===== src/rtl/jt08_wr_sched_pkg.sv =====
// jt08_wr_sched_pkg: shared types and constants for the jt08 write scheduler
package jt08_wr_sched_pkg;
  typedef enum logic [1:0] {IDLE, WR, GAP, RD} state_t;
  localparam logic [7:0] FM_REG = 8'h21;
  localparam int ENT_W = 10;
  localparam int ENT_PORT = 8;
  localparam int ENT_BANK = 9;
  function automatic logic is_fm(input logic bank, input logic [7:0] r);
    return bank | (r >= FM_REG);
  endfunction
endpackage


===== src/rtl/jt08_wr_fifo.sv =====
// jt08_wr_fifo: synchronous FIFO for queued host writes, push+pop legal when full or empty
module jt08_wr_fifo #(
  parameter int DEPTH = 16,
  parameter int W = 10
) (
  input  logic         clk,
  input  logic         rst_n,
  input  logic         push,
  input  logic         pop,
  input  logic [W-1:0] din,
  output logic [W-1:0] dout,
  output logic         full,
  output logic         empty
);
  localparam int AW = $clog2(DEPTH);
  localparam int CW = AW + 1;
  logic [W-1:0] mem [DEPTH];
  logic [AW-1:0] rd_ptr, wr_ptr;
  logic [CW-1:0] cnt;
  logic do_push, do_pop;
  assign full = cnt == CW'(DEPTH);
  assign empty = cnt == '0;
  assign do_pop = pop & ~empty;
  assign do_push = push & (~full | do_pop);
  assign dout = mem[rd_ptr];
  // pointers and occupancy
  always_ff @(posedge clk or negedge rst_n)
    if (!rst_n) begin
      rd_ptr <= '0;
      wr_ptr <= '0;
      cnt <= '0;
    end else begin
      if (do_push) wr_ptr <= wr_ptr + 1'b1;
      if (do_pop) rd_ptr <= rd_ptr + 1'b1;
      cnt <= cnt + CW'(do_push) - CW'(do_pop);
    end
  // storage, no reset needed
  always_ff @(posedge clk)
    if (do_push) mem[wr_ptr] <= din;
endmodule


===== src/rtl/jt08_wr_sched.sv =====
// jt08_wr_sched: buffers host writes and replays them to jt08 with post-write gaps
module jt08_wr_sched
  import jt08_wr_sched_pkg::*;
#(
  parameter int DEPTH       = 16,
  parameter int ADDR_GAP    = 17,
  parameter int DATA_GAP_LO = 17,
  parameter int DATA_GAP_FM = 83
) (
  input  logic       clk,
  input  logic       rst_n,
  input  logic       cen,
  input  logic       h_cs_n,
  input  logic       h_wr_n,
  input  logic       h_rd_n,
  input  logic [1:0] h_addr,
  input  logic [7:0] h_din,
  output logic [7:0] h_dout,
  output logic       h_wait,
  output logic       fifo_full,
  output logic       ovf,
  output logic       chip_cs_n,
  output logic       chip_wr_n,
  output logic       chip_rd_n,
  output logic [1:0] chip_addr,
  output logic [7:0] chip_din,
  input  logic [7:0] chip_dout
);
  localparam int MG0 = ADDR_GAP > DATA_GAP_LO ? ADDR_GAP : DATA_GAP_LO;
  localparam int MAX_GAP = MG0 > DATA_GAP_FM ? MG0 : DATA_GAP_FM;
  localparam int GW = $clog2(MAX_GAP) + 1;
  state_t state, state_n;
  logic wr_term, wr_term_d, push, pop, empty, rd_pend, rd_done, rd_cnt, is_addr, last_bank;
  logic [7:0] last_reg;
  logic [GW-1:0] gap, gap_ld;
  logic [ENT_W-1:0] head;
  assign wr_term = ~h_cs_n & ~h_wr_n;
  assign push = wr_term & ~wr_term_d;
  assign rd_pend = ~h_cs_n & ~h_rd_n;
  assign h_wait = rd_pend & ~rd_done;
  assign pop = (state == WR) & cen;
  assign is_addr = ~head[ENT_PORT];
  assign gap_ld = is_addr ? GW'(ADDR_GAP) : is_fm(last_bank, last_reg) ? GW'(DATA_GAP_FM) : GW'(DATA_GAP_LO);
  jt08_wr_fifo #(.DEPTH(DEPTH), .W(ENT_W)) u_fifo (
    .clk(clk),
    .rst_n(rst_n),
    .push(push),
    .pop(pop),
    .din({h_addr, h_din}),
    .dout(head),
    .full(fifo_full),
    .empty(empty)
  );
  // state register
  always_ff @(posedge clk or negedge rst_n)
    if (!rst_n) state <= IDLE;
    else state <= state_n;
  // next state: queued writes win over a pending read
  always_comb begin
    state_n = state;
    case (state)
      IDLE: state_n = !empty ? WR : rd_pend ? RD : IDLE;
      WR:   state_n = !cen ? WR : gap_ld == '0 ? IDLE : GAP;
      GAP:  state_n = (gap == '0 || (cen && gap == GW'(1))) ? IDLE : GAP;
      RD:   state_n = (rd_done && !rd_pend) ? IDLE : RD;
    endcase
  end
  // chip bus, gap counter, register tracking and read capture
  always_ff @(posedge clk or negedge rst_n)
    if (!rst_n) begin
      wr_term_d <= 1'b0;
      ovf <= 1'b0;
      chip_cs_n <= 1'b1;
      chip_wr_n <= 1'b1;
      chip_rd_n <= 1'b1;
      chip_addr <= '0;
      chip_din <= '0;
      h_dout <= '0;
      gap <= '0;
      last_reg <= '0;
      last_bank <= 1'b0;
      rd_cnt <= 1'b0;
      rd_done <= 1'b0;
    end else begin
      wr_term_d <= wr_term;
      ovf <= ovf | (push & fifo_full & ~pop);
      case (state)
        IDLE:
          if (!empty) begin
            chip_cs_n <= 1'b0;
            chip_wr_n <= 1'b0;
            chip_addr <= head[ENT_BANK:ENT_PORT];
            chip_din <= head[7:0];
          end else if (rd_pend) begin
            chip_cs_n <= 1'b0;
            chip_rd_n <= 1'b0;
            chip_addr <= h_addr;
            rd_cnt <= 1'b0;
          end
        WR:
          if (cen) begin
            chip_cs_n <= 1'b1;
            chip_wr_n <= 1'b1;
            gap <= gap_ld;
            if (is_addr) begin
              last_reg <= head[7:0];
              last_bank <= head[ENT_BANK];
            end
          end
        GAP:
          if (cen && gap != '0) gap <= gap - 1'b1;
        RD:
          if (!rd_done) begin
            rd_cnt <= 1'b1;
            if (rd_cnt) begin
              h_dout <= chip_dout;
              rd_done <= 1'b1;
              chip_cs_n <= 1'b1;
              chip_rd_n <= 1'b1;
            end
          end else if (!rd_pend) rd_done <= 1'b0;
      endcase
    end
endmodule


===== config.mk =====
export PLATFORM = sky130hd
export DESIGN_NAME = jt08_wr_sched
export DESIGN_NICKNAME = d
export VERILOG_FILES = /design/src/rtl/jt08_wr_sched_pkg.sv /design/src/rtl/jt08_wr_fifo.sv /design/src/rtl/jt08_wr_sched.sv
export SDC_FILE = /design/constraint.sdc
export NUM_CORES = 1
export LEC_CHECK = 0
export CAP_MARGIN = 20
export CORE_UTILIZATION = 66
export CTS_BUF_LIST = sky130_fd_sc_hd__clkbuf_2 sky130_fd_sc_hd__clkbuf_4 sky130_fd_sc_hd__clkbuf_8
export DETAILED_ROUTE_END_ITERATION = 10
export PLACE_DENSITY = 0.87
export SETUP_SLACK_MARGIN = 0.05
export SYNTH_ARGS = -nofsm -noshare
export SYNTH_HDL_FRONTEND = slang
export SYNTH_HIERARCHICAL = 1
export SYNTH_SLANG_ARGS = --single-unit
export TNS_END_PERCENT = 1

===== constraint.sdc =====
create_clock -name clk -period 4 [get_ports clk]
set_input_delay 0.8 -clock clk [delete_from_list [all_inputs] [get_ports clk]]
set_output_delay 0.8 -clock clk [all_outputs]
set_load 0.02 [all_outputs]

Yosys cells after proc, flatten, opt, wreduce, memory -nomap -nowiden
Memories as Yosys holds them, arrays and structs flattened.
Cells that the tools add are included.
- flip-flop bits (word level): 57
- bits in writable memories: 160
- input port bits: 24
- output and inout bits: 24
- logic and storage cells: 113
- memories kept: 1
- add/sub/neg operators: 5
- order comparisons: 1
- eq/ne operators: 14
- muxes and demuxes: 31
- bitwise operators: 21
- reduce and logical (&&, ||, !) cells: 23
- memory list (name ; depth ; bits a word ; rd ports ; clocked after Yosys merged registers in ; wr ports ; line ; RTL):
    u_fifo.mem ; 16 ; 10 ; 1 ; 0 ; 1 ; jt08_wr_fifo.sv:17 ; logic [W-1:0] mem [DEPTH];
- operator list (cell ; count):
    $logic_not 8->1 ; 2
    $mux 2 ; 8
    $mux 8 ; 2
    $pmux 8 s2 ; 1
    $mux 7 ; 2
    $ne 2x2->1 const B ; 7
    $mux 1 ; 13
    $reduce_and 3->1 ; 4
    $reduce_and 5->1 ; 2
    $and 1x1->1 ; 9
    $not 1->1 ; 9
    $add 4x1->4 const B ; 2
    $eq 8x1->1 const B ; 1
    $ge 8x6->1 const B ; 1
    $pmux 2 s4 ; 1
    $reduce_bool 8->1 ; 1
    $sub 8x1->8 const B ; 1
    $pmux 1 s2 ; 3
    $reduce_bool 2->1 ; 3
    $add 5x1->5 ; 1
    $eq 5x5->1 const B ; 1
    $logic_not 5->1 ; 1
    $sub 5x1->5 ; 1
    $eq 2x2->1 const B ; 2
    other kinds (12) ; 17

Depth between registers and ports, before layout
Gate-level depths: netlist (run 1).
- word-level depth: 8
- mapped depth: 14
- mapped depth without buffers: 13

Hierarchy
The synthesis (run 1) kept the hierarchy.
- modules (own cells, without submodules) (module ; times used ; cells each ; area an instance (um^2) ; sequential area each (um^2)):
    jt08_wr_fifo ; 1 ; 374 ; 6940.4 ; 5129.9
    jt08_wr_sched ; 1 ; 186 ; 1979.4 ; 1104.8

Least setup slack after synthesis (run 1)
No wires, ideal clock.
- path type: in2reg
- start point: input cen
- end point: register u_fifo.cnt[4]
- setup time: 0.123 ns
- arrival: 2.784 ns
- required time: 3.877 ns
- slack: 1.093 ns
- stages on the path: 14
- path buffers: 1
- cell sequence: nor2b_1 -> nand2_1 -> inv_1 -> o21a_1 -> buf_2 -> inv_1 -> ha_1 -> inv_1 -> ha_1 -> fa_1 -> a21oi_1 -> nor2_1 -> nor2_1 -> xnor2_1
- word-level cells in the longest chain between the ends: 6
- RTL lines (element ; line ; RTL):
    from (decl) ; jt08_wr_sched.sv:12 ; input logic cen,
    $and 1x1->1 (*) ; jt08_wr_sched.sv:41 ; assign pop = (state == WR) & cen;
    via pop ; jt08_wr_sched.sv:33 ; logic wr_term, wr_term_d, push, pop, empty, rd_pend, rd_done, rd_cnt, is_addr, last_bank;
    $and 1x1->1 (*) ; jt08_wr_fifo.sv:23 ; assign do_pop = pop & ~empty;
    $or 1x1->1 ; jt08_wr_fifo.sv:24 ; assign do_push = push & (~full | do_pop);
    $and 1x1->1 ; jt08_wr_fifo.sv:24 ;
    $add 5x1->5 ; jt08_wr_fifo.sv:35 ; cnt <= cnt + CW'(do_push) - CW'(do_pop);
    $sub 5x1->5 (*) ; jt08_wr_fifo.sv:35 ;
    to (signal assigned) ; jt08_wr_fifo.sv:35 ;
    to (decl) ; jt08_wr_fifo.sv:19 ; logic [CW-1:0] cnt;
The timed path passes the listed nets; every way through them passes the cells marked *.
A chain may end at the register's enable or synchronous reset.

Worst setup path after layout (run 1)
Ends and elaborated chain as after synthesis.

==> flow_metrics.env, run 1 <==
export IMPL_status="completed"
export IMPL_vias=5226
export IMPL_num_antenna_cells=0
export IMPL_slew_headroom=0.4969
export IMPL_pwr_share_seq=0.417
export IMPL_final_common_cell="edfxtp_1"
export IMPL_die_y_um=118.3
export IMPL_fillers=699
export IMPL_reg2reg_to="last_reg[7]"
export IMPL_pwr_share_comb=0.338
export IMPL_worstPathRequired_ps=4430
export IMPL_power_switching_uw=2609
export IMPL_worstSkewPairLatency_ps=510
export IMPL_postCtsSetupRepairBufs=0
export IMPL_grt_pass1_vias=5488
export IMPL_power_share_switching=0.3455
export IMPL_drc=0
export IMPL_synth_net_count=599
export IMPL_tightest_slew_ps=751.9
export IMPL_cts_sinks=217
export IMPL_period_share=0.8167
export IMPL_ys_warn_count=6
export IMPL_cpMaxStageDelayCell="clkdlybuf4s50_1"
export IMPL_p_leak_uw=0.003840
export IMPL_regMostFlops="u_fifo/mem"
export IMPL_setup_viol=0
export IMPL_startpoint_type="input port"
export IMPL_final_nets=684
export IMPL_cts_tree="done"
export IMPL_pin_count=48
export IMPL_antenna_found_initial=0
export IMPL_intPower_uw=4944
export IMPL_initial_core_util=0.6762
export IMPL_regToRegSetupSlack_ps=810
export IMPL_worstSetupPathType="input port to flop"
export IMPL_synth_edff_count=160
export IMPL_track_usage=0.2824
export IMPL_ctsHoldBuffers=0
export IMPL_ys_seq_elements=217
export IMPL_numPortBuffers=47
export IMPL_drt_iter0_markers=452
export IMPL_vias_per_cell=6.185
export IMPL_powerDensity_mw_per_mm2=730.2
export IMPL_cp_slowest_stage_delay_ps=540
export IMPL_fin_skew_ps=17.89
export IMPL_htreeDepth=2
export IMPL_path_cells="clkdlybuf4s50_1, nor2b_1, nand2_1, inv_1, o21a_1, inv_1, ha_1, inv_1, ha_1, fa_1, a21oi_1, nor2_1, nor2_1, xnor2_1"
export IMPL_drt_total_wl_mm=18.53
export IMPL_cp_common_cell="inv_1"
export IMPL_ys_async_sr_fraction=0.2627
export IMPL_tns_ps=0
export IMPL_synthCells=560
export IMPL_clock_root_buffer="clkbuf_8"
export IMPL_synth_cell_types=54
export IMPL_cts_resized_gates=0
export IMPL_ys_flop_type="edfxtp_1"
export IMPL_cp_max_fo=7
export IMPL_ant_nets=0
export IMPL_reg2reg_depth=7
export IMPL_grt_overflow=0
export IMPL_hpwl_mm=12.20
export IMPL_timing_critical_path_from="cen"
export IMPL_yosysSeqAreaShare=0.6990
export IMPL_p_clk_frac=0.245
export IMPL_rsz0062_at_grt="false"
export IMPL_layout_common_cells="edfxtp_1 (160), nand2_1 (53), dfrtp_1 (53)"
export IMPL_yosys_area_top_type_share=0.5386
export IMPL_cts_made_buffers=35
export IMPL_grt_pass1_wl_mm=29.39
export IMPL_row_count=42
export IMPL_finalHoldViolations=0
export IMPL_vdd_drop_max_mv=0.3960
export IMPL_largest_register_ffs=160
export IMPL_grt_max_degree=35
export IMPL_avgRoutedWirePerCell_um=21.93
export IMPL_min_period_ps=3267
export IMPL_slew_viol_final=0
export IMPL_areaGrowthSynthToFinish_pct=15.96
export IMPL_die_area_mm2=0.01398
export IMPL_syn_cell_area_mm2=0.008920
export IMPL_syn_area_per_cell_um2=15.93
export IMPL_synth_largest_area_cell="edfxtp_1"
export IMPL_hold_class="input port to async pin"
export IMPL_cp_end_kind="flop"
export IMPL_cts_buffer_depth=3
export IMPL_drive_gt1_frac=0.1973
export IMPL_synthTopCellsByArea="edfxtp_1 (54%), dfrtp_1 (15%), mux4_2 (5.0%)"
export IMPL_clk_pin_slew_ps=60
export IMPL_cp_data_arrival_time_ps=3700
export IMPL_fin_util=0.7842
export IMPL_die_x_um=118.3
export IMPL_cap_violations=0
export IMPL_clock_fmax_mhz=306.1
export IMPL_place_gp_congestion=0.8549
export IMPL_fp_coreArea_mm2=0.01319
export IMPL_drt_pass1_iter_count=5
export IMPL_reg2reg_from="u_fifo/rd_ptr[0]"
synth_stat cells, types with 2 or more instances:
cell      instances
a211oi_1          2
a21oi_1          12
a221oi_1         18
a221oi_2          2
a22oi_1          10
buf_1             3
buf_2             3
buf_4             2
buf_6             5
clkbuf_1         11
dfrtp_1          54
dfstp_2           3
edfxtp_1        160
ha_1             14
inv_1            15
mux2_2           18
mux2i_1          41
mux4_2           20
nand2_1          53
nand2b_1          5
nand3_1           3
nor2_1           25
nor2b_1           4
nor3_1            8
o21a_1            2
o21ai_0          19
o22ai_1           4
o41ai_1           2
or2_2             3
or3_1             4
or4_1             3
or4bb_1           2
xnor2_1           7
xor2_1            3
worst max-delay path by stage:
stage                               end
after floorplan           u_fifo/cnt[4]
after global placement    u_fifo/cnt[4]
after detailed placement  u_fifo/cnt[4]
after CTS                 u_fifo/cnt[4]
after global routing      u_fifo/cnt[4]
final                     u_fifo/cnt[4]
power by group through the flow:
stage / registers [uW] / logic (uW) / clock network (uW)
2_1_floorplan: 3120 / 1720 / 0
6_report: 3150 / 2550 / 1850
5_1_grt: 3200 / 2720 / 1980
3_3_place_gp: 3150 / 2350 / 0
3_5_place_dp: 3190 / 2490 / 0
4_1_cts: 3150 / 2530 / 1890
worst max-delay path, delay by kind of cell:
family / cells / cell delay, ps
buffers and inverters: 4 / 910
adder cells (fa/ha/maj): 3 / 880
AND/OR/NAND/NOR: 4 / 610
AO/OA/AOI/OAI: 2 / 340
XOR/XNOR: 1 / 140
stage by stage:
step                      power, uW  hold slack, ps  instance area (um2)  worst slack, ps  instances
after floorplan                4838           460.4                 8920             1093        560
after global placement         5501           450.4                 9658            455.5        784
after detailed placement       5681           453.3                 9658            280.2        784
after CTS                      7563           344.9                10340            778.1        845
after global routing           7905           386.3                10340            603.5        845
final                          7553           337.1                10340            733.2        845
cell families after synthesis:
family / after synthesis / synth area share
flops: 217 / 0.6990
simple gates: 119 / 0.06368
compound gates: 80 / 0.06411
fa+ha+maj: 15 / 0.02188
buf+inv: 40 / 0.02230
xor+xnor: 10 / 0.009820
mux: 79 / 0.1192
layer usage:
| metal | vias up | part of all wire | GRT usage |
|---|---|---|---|
| met5 | - | 0 | 0 |
| met4 | 0 | 0.026 | 0.1186 |
| met3 | 47 | 0.076 | 0.05840 |
| met2 | 235 | 0.50 | 0.4489 |
| met1 | 2613 | 0.40 | 0.3858 |
| li1 | 2331 | - | - |
area by class of cell:
cell class | instances | area (um2) | area share
Inverter | 16 | 60.06 | 0.005806
Sequential cell | 217 | 6238 | 0.6031
Timing Repair Buffer | 72 | 653.1 | 0.06314
Clock inverter | 12 | 86.33 | 0.008346
Multi-Input combinational cell | 303 | 2486 | 0.2404
Clock buffer | 49 | 599.3 | 0.05794
Tap cell | 176 | 220.2 | 0.02129
No activity file was read; power rests on OpenSTA's default activity.
==> run 2, diff against run 1 <==
Settings changed: CORE_UTILIZATION 66 to 56, PLACE_DENSITY 0.87 to 0.78.
Clock period 4 ns to 2.9 ns, I/O delays scaled along.
==> flow_metrics.env, run 2 (synthesis gave the netlist of run 1 again) <==
export IMPL_status="completed"
export IMPL_min_period_ps=2735
export IMPL_multi_input_area_mm2=0.002486
export IMPL_regMostFlops="u_fifo/mem"
export IMPL_path_buf_inv=3
export IMPL_dp_cells=831
export IMPL_cp_data_arrival_time_ps=2160
export IMPL_fillers=1020
export IMPL_slew_viol_final=0
export IMPL_avgRoutedWirePerCell_um=20.81
export IMPL_worstPathRequired_ps=2320
export IMPL_place_gp_congestion=0.8496
export IMPL_period_share=0.9432
export IMPL_tightest_slew_ps=732.9
export IMPL_drc=0
export IMPL_cap_violations=0
export IMPL_clk_pin_slew_ps=60
export IMPL_clock_fmax_mhz=365.6
export IMPL_vdd_drop_max_mv=0.5826
export IMPL_regArea_mm2=0.006238
export IMPL_rsz0062_at_grt="false"
export IMPL_cp_slowest_stage_delay_ps=610
export IMPL_pwr_share_comb=0.349
export IMPL_power_share_switching=0.3423
export IMPL_final_nets=697
export IMPL_finalHoldViolations=0
export IMPL_die_x_um=128.2
export IMPL_worstSetupPathType="input port to output port"
export IMPL_cts_made_buffers=36
export IMPL_fin_util=0.6804
export IMPL_worstSkewPairLatency_ps=520
export IMPL_slew_headroom=0.5096
export IMPL_cp_end_kind="output port"
export IMPL_final_common_cell="edfxtp_1"
export IMPL_drt_total_wl_mm=18.61
export IMPL_busiest_layer="met2"
export IMPL_drt_iter0_markers=444
export IMPL_num_antenna_cells=0
export IMPL_p_clk_frac=0.241
export IMPL_tns_ps=0
export IMPL_dpl_instance_area_mm2=0.009792
export IMPL_row_count=45
export IMPL_use_met1=0.3344
export IMPL_design_area_mm2=0.01046
export IMPL_fin_cells=894
export IMPL_htreeDepth=2
export IMPL_hpwl_mm=12.29
export IMPL_track_usage=0.2425
export IMPL_fp_coreArea_mm2=0.01537
export IMPL_cp_common_cell="clkdlybuf4s50_1"
export IMPL_grt_pass1_wl_mm=29.44
export IMPL_pin_count=48
export IMPL_numPortBuffers=47
export IMPL_cts_buffer_depth=3
export IMPL_startpoint_type="input port"
export IMPL_setup_viol=0
export IMPL_path_cells="clkdlybuf4s50_1, buf_4, or2_2, nor2_1, clkdlybuf4s50_1"
export IMPL_grt_use_met3=0.03965
export IMPL_ant_nets=0
export IMPL_p_leak_uw=0.003902
export IMPL_cts_resized_gates=0
export IMPL_postCtsSetupRepairBufs=0
export IMPL_hold_class="input port to async pin"
export IMPL_pwr_share_seq=0.409
export IMPL_grt_max_degree=31
export IMPL_die_y_um=128.2
export IMPL_areaGrowthSynthToFinish_pct=17.25
export IMPL_grt_overflow=0
export IMPL_ctsHoldBuffers=0
export IMPL_largest_register_ffs=160
export IMPL_drt_pass1_iter_count=5
export IMPL_grtUsageMet2=0.3930
export IMPL_drive_gt1_frac=0.2094
export IMPL_cpMaxStageDelayCell="clkdlybuf4s50_1"
export IMPL_grt_pass1_vias=5505
export IMPL_vias=5301
export IMPL_clock_root_buffer="clkbuf_8"
export IMPL_layout_common_cells="edfxtp_1 (160), nand2_1 (53), dfrtp_1 (53)"
export IMPL_cts_tree="done"
export IMPL_powerDensity_mw_per_mm2=992.9
export IMPL_die_area_mm2=0.01644
export IMPL_initial_core_util=0.5803
export IMPL_path_delay_family="buffers and inverters"
export IMPL_cp_max_fo=3
export IMPL_intPower_uw=6830
export IMPL_cts_sinks=217
export IMPL_fin_skew_ps=16.47
export IMPL_antenna_found_initial=0
export IMPL_vias_per_cell=5.930
export IMPL_power_switching_uw=3555
## run 2: worst paths after layout
path                                     to  cells past startpoint              from  slack (ps)
min in group clk                  chip_wr_n                      2         chip_wr_n         470
setup reg to reg                last_reg[1]                      5  u_fifo/rd_ptr[0]         260
hold / removal                       gap[5]                      1             rst_n         110
max in group asynchronous  u_fifo/rd_ptr[0]                      2             rst_n        2070
hold reg to reg                   chip_wr_n                      2         chip_wr_n         470
setup / recovery                     h_wait                      5            h_cs_n         160
## run 2: final cells by class
class | instances | area share
Timing Repair Buffer | 84 | 0.07106
Clock inverter | 11 | 0.004307
Inverter | 16 | 0.005742
Clock buffer | 52 | 0.05946
Tap cell | 211 | 0.02524
Sequential cell | 217 | 0.5965
Multi-Input combinational cell | 303 | 0.2377
## run 2: per-layer routing
metal	up-vias	routed length, um
li1	2359	-
met1	2691	7628
met2	212	9286
met3	39	1269
met4	0	421
met5	-	0
## run 2: stage by stage
step | total power [uW] | hold slack, ps | setup WS [ps]
4_1_cts | 10420 | 108.4 | 156.9
3_5_place_dp | 7906 | 450.1 | -205.9
3_3_place_gp | 7696 | 450.0 | -134.8
2_1_floorplan | 6673 | 284.4 | 212.9
5_1_grt | 10930 | 142.2 | 88.54
6_report | 10380 | 109.6 | 164.8
## run 2: power groups by stage
stage | Combinational [uW] | Clock, uW | Sequential, uW
2_1_floorplan | 2370 | 0 | 4300
3_3_place_gp | 3440 | 0 | 4250
3_5_place_dp | 3610 | 0 | 4300
4_1_cts | 3620 | 2550 | 4240
5_1_grt | 3930 | 2680 | 4310
6_report | 3630 | 2510 | 4250
==> run 3, diff against run 2 <==
Settings changed: CORE_UTILIZATION 56 to 38, PLACE_DENSITY 0.78 to default.
==> flow_metrics.env, run 3 (synthesis gave the netlist of run 1 again) <==
export IMPL_powerDensity_mw_per_mm2=985.1
export IMPL_layout_common_cells="edfxtp_1 (160), nand2_1 (53), dfrtp_1 (53)"
export IMPL_cp_end_kind="output port"
export IMPL_avgRoutedWirePerCell_um=19.23
export IMPL_hpwl_mm=12.86
export IMPL_cts_made_buffers=37
export IMPL_numPortBuffers=47
export IMPL_clock_root_buffer="clkbuf_8"
export IMPL_final_common_cell="edfxtp_1"
export IMPL_cp_max_fo=3
export IMPL_fin_cells=1005
export IMPL_fin_skew_ps=37.50
export IMPL_min_period_ps=2741
export IMPL_setup_viol=0
export IMPL_cts_resized_gates=0
export IMPL_status="completed"
export IMPL_die_x_um=155.2
export IMPL_slew_viol_final=0
export IMPL_cts_sinks=217
export IMPL_row_count=55
export IMPL_drt_total_wl_mm=19.33
export IMPL_hold_class="flop to flop"
export IMPL_vias_per_cell=5.078
export IMPL_areaGrowthSynthToFinish_pct=19.75
export IMPL_drt_pass1_iter_count=5
export IMPL_ant_nets=0
export IMPL_p_leak_uw=0.003943
export IMPL_clock_fmax_mhz=364.8
export IMPL_num_antenna_cells=0
export IMPL_dp_cells=936
export IMPL_fillers=2048
export IMPL_final_nets=703
export IMPL_finalHoldViolations=0
export IMPL_timing_hold_ws_ps=461.0
export IMPL_drc=0
export IMPL_regMostFlops="u_fifo/mem"
export IMPL_track_usage=0.1674
export IMPL_antenna_found_initial=0
export IMPL_grt_pass1_vias=5339
export IMPL_finalPower_uw=10520
export IMPL_grt_max_degree=46
export IMPL_worstSkewPairLatency_ps=540
export IMPL_fin_util=0.4675
export IMPL_period_share=0.9453
export IMPL_grt_pass1_wl_mm=30.35
export IMPL_drive_gt1_frac=0.2153
export IMPL_place_gp_congestion=0.7714
export IMPL_rsz0062_at_grt="false"
export IMPL_cts_tree="done"
export IMPL_vias=5103
export IMPL_largest_register_ffs=160
export IMPL_clk_pin_slew_ps=60
export IMPL_tns_ps=0
export IMPL_drt_iter0_markers=367
export IMPL_worstSetupPathType="input port to output port"
export IMPL_pin_count=48
export IMPL_worstPathRequired_ps=2320
export IMPL_htreeDepth=2
export IMPL_cap_violations=0
export IMPL_vdd_drop_max_mv=0.4289
export IMPL_die_area_mm2=0.02409
export IMPL_cts_buffer_depth=3
export IMPL_slew_headroom=0.5530
export IMPL_startpoint_type="input port"
export IMPL_die_y_um=155.2
export IMPL_initial_core_util=0.3904
export IMPL_fp_coreArea_mm2=0.02285
export IMPL_cp_data_arrival_time_ps=2160
export IMPL_grt_overflow=0
export IMPL_tightest_slew_ps=668.5
## run 3: cell types whose count changed in the layout (fill, tap and decap cells not counted)
cell | previous run | this run
clkbuf_4 | 15 | 9
buf_4 | 37 | 40
clkinv_2 | 3 | 6
clkinv_1 | 9 | 11
clkinvlp_4 | 0 | 2
buf_12 | 0 | 1
bufinv_16 | 0 | 1
clkinv_4 | 0 | 1
dlygate4sd3_1 | 0 | 1
inv_8 | 0 | 1
## run 3: path summary, 6_finish.rpt
check                                   start       endpoint  slack, ps  cells past startpoint
worst max-delay path                   h_cs_n         h_wait        160                      5
worst min-delay path                chip_rd_n      chip_rd_n        460                      2
worst min register to register      chip_rd_n      chip_rd_n        460                      2
min in group asynchronous               rst_n         gap[4]        520                      2
worst max register to register  u_fifo/cnt[3]  u_fifo/cnt[4]        380                     12
max in group asynchronous               rst_n      h_dout[6]       1630                      4
## run 3: where the power goes
part,internal [uW],total [uW],switching [uW]
Clock,1410,2640,1220
Combinational,1650,3660,2010
Sequential,3840,4220,381
## run 3: stage by stage
| stage | area [um2] | setup slack, ps |
|---|---|---|
| 2_1_floorplan | 8920 | 212.9 |
| 3_3_place_gp | 9942 | -137.3 |
| 3_5_place_dp | 9942 | -215.5 |
| 4_1_cts | 10650 | 151.1 |
| 5_1_grt | 10680 | 125.1 |
| 6_report | 10680 | 158.5 |
## run 3: final cells by class
class,instances,area [um2],share of cell area
Clock inverter,21,132.6,0.01242
Timing Repair Buffer,89,795.8,0.07450
Clock buffer,46,576.8,0.05400
Multi-Input combinational cell,303,2486,0.2328
Inverter,16,60.06,0.005623
Sequential cell,217,6238,0.5840
Tap cell,313,391.6,0.03666
## run 3: repair_timing
action | 4_1_cts | 5_1_grt
hold buffers | 0 | 1
endpoints found under the hold margin | 0 | 8
buffers inserted | 0 | 0
## run 3: worst max-delay path, stage by stage
cell	delay, ps
clkdlybuf4s50_1	420
buf_4	140
or2_2	300
nor2_1	110
clkdlybuf4s50_1	620
## run 3: routing by layer
layer	vias to the layer above	share of wire	global-route usage
met5	-	0	0
met2	108	0.49	0.2720
met1	2588	0.44	0.2189
met3	36	0.050	0.04234
met4	0	0.023	0.05836
li1	2371	-	-
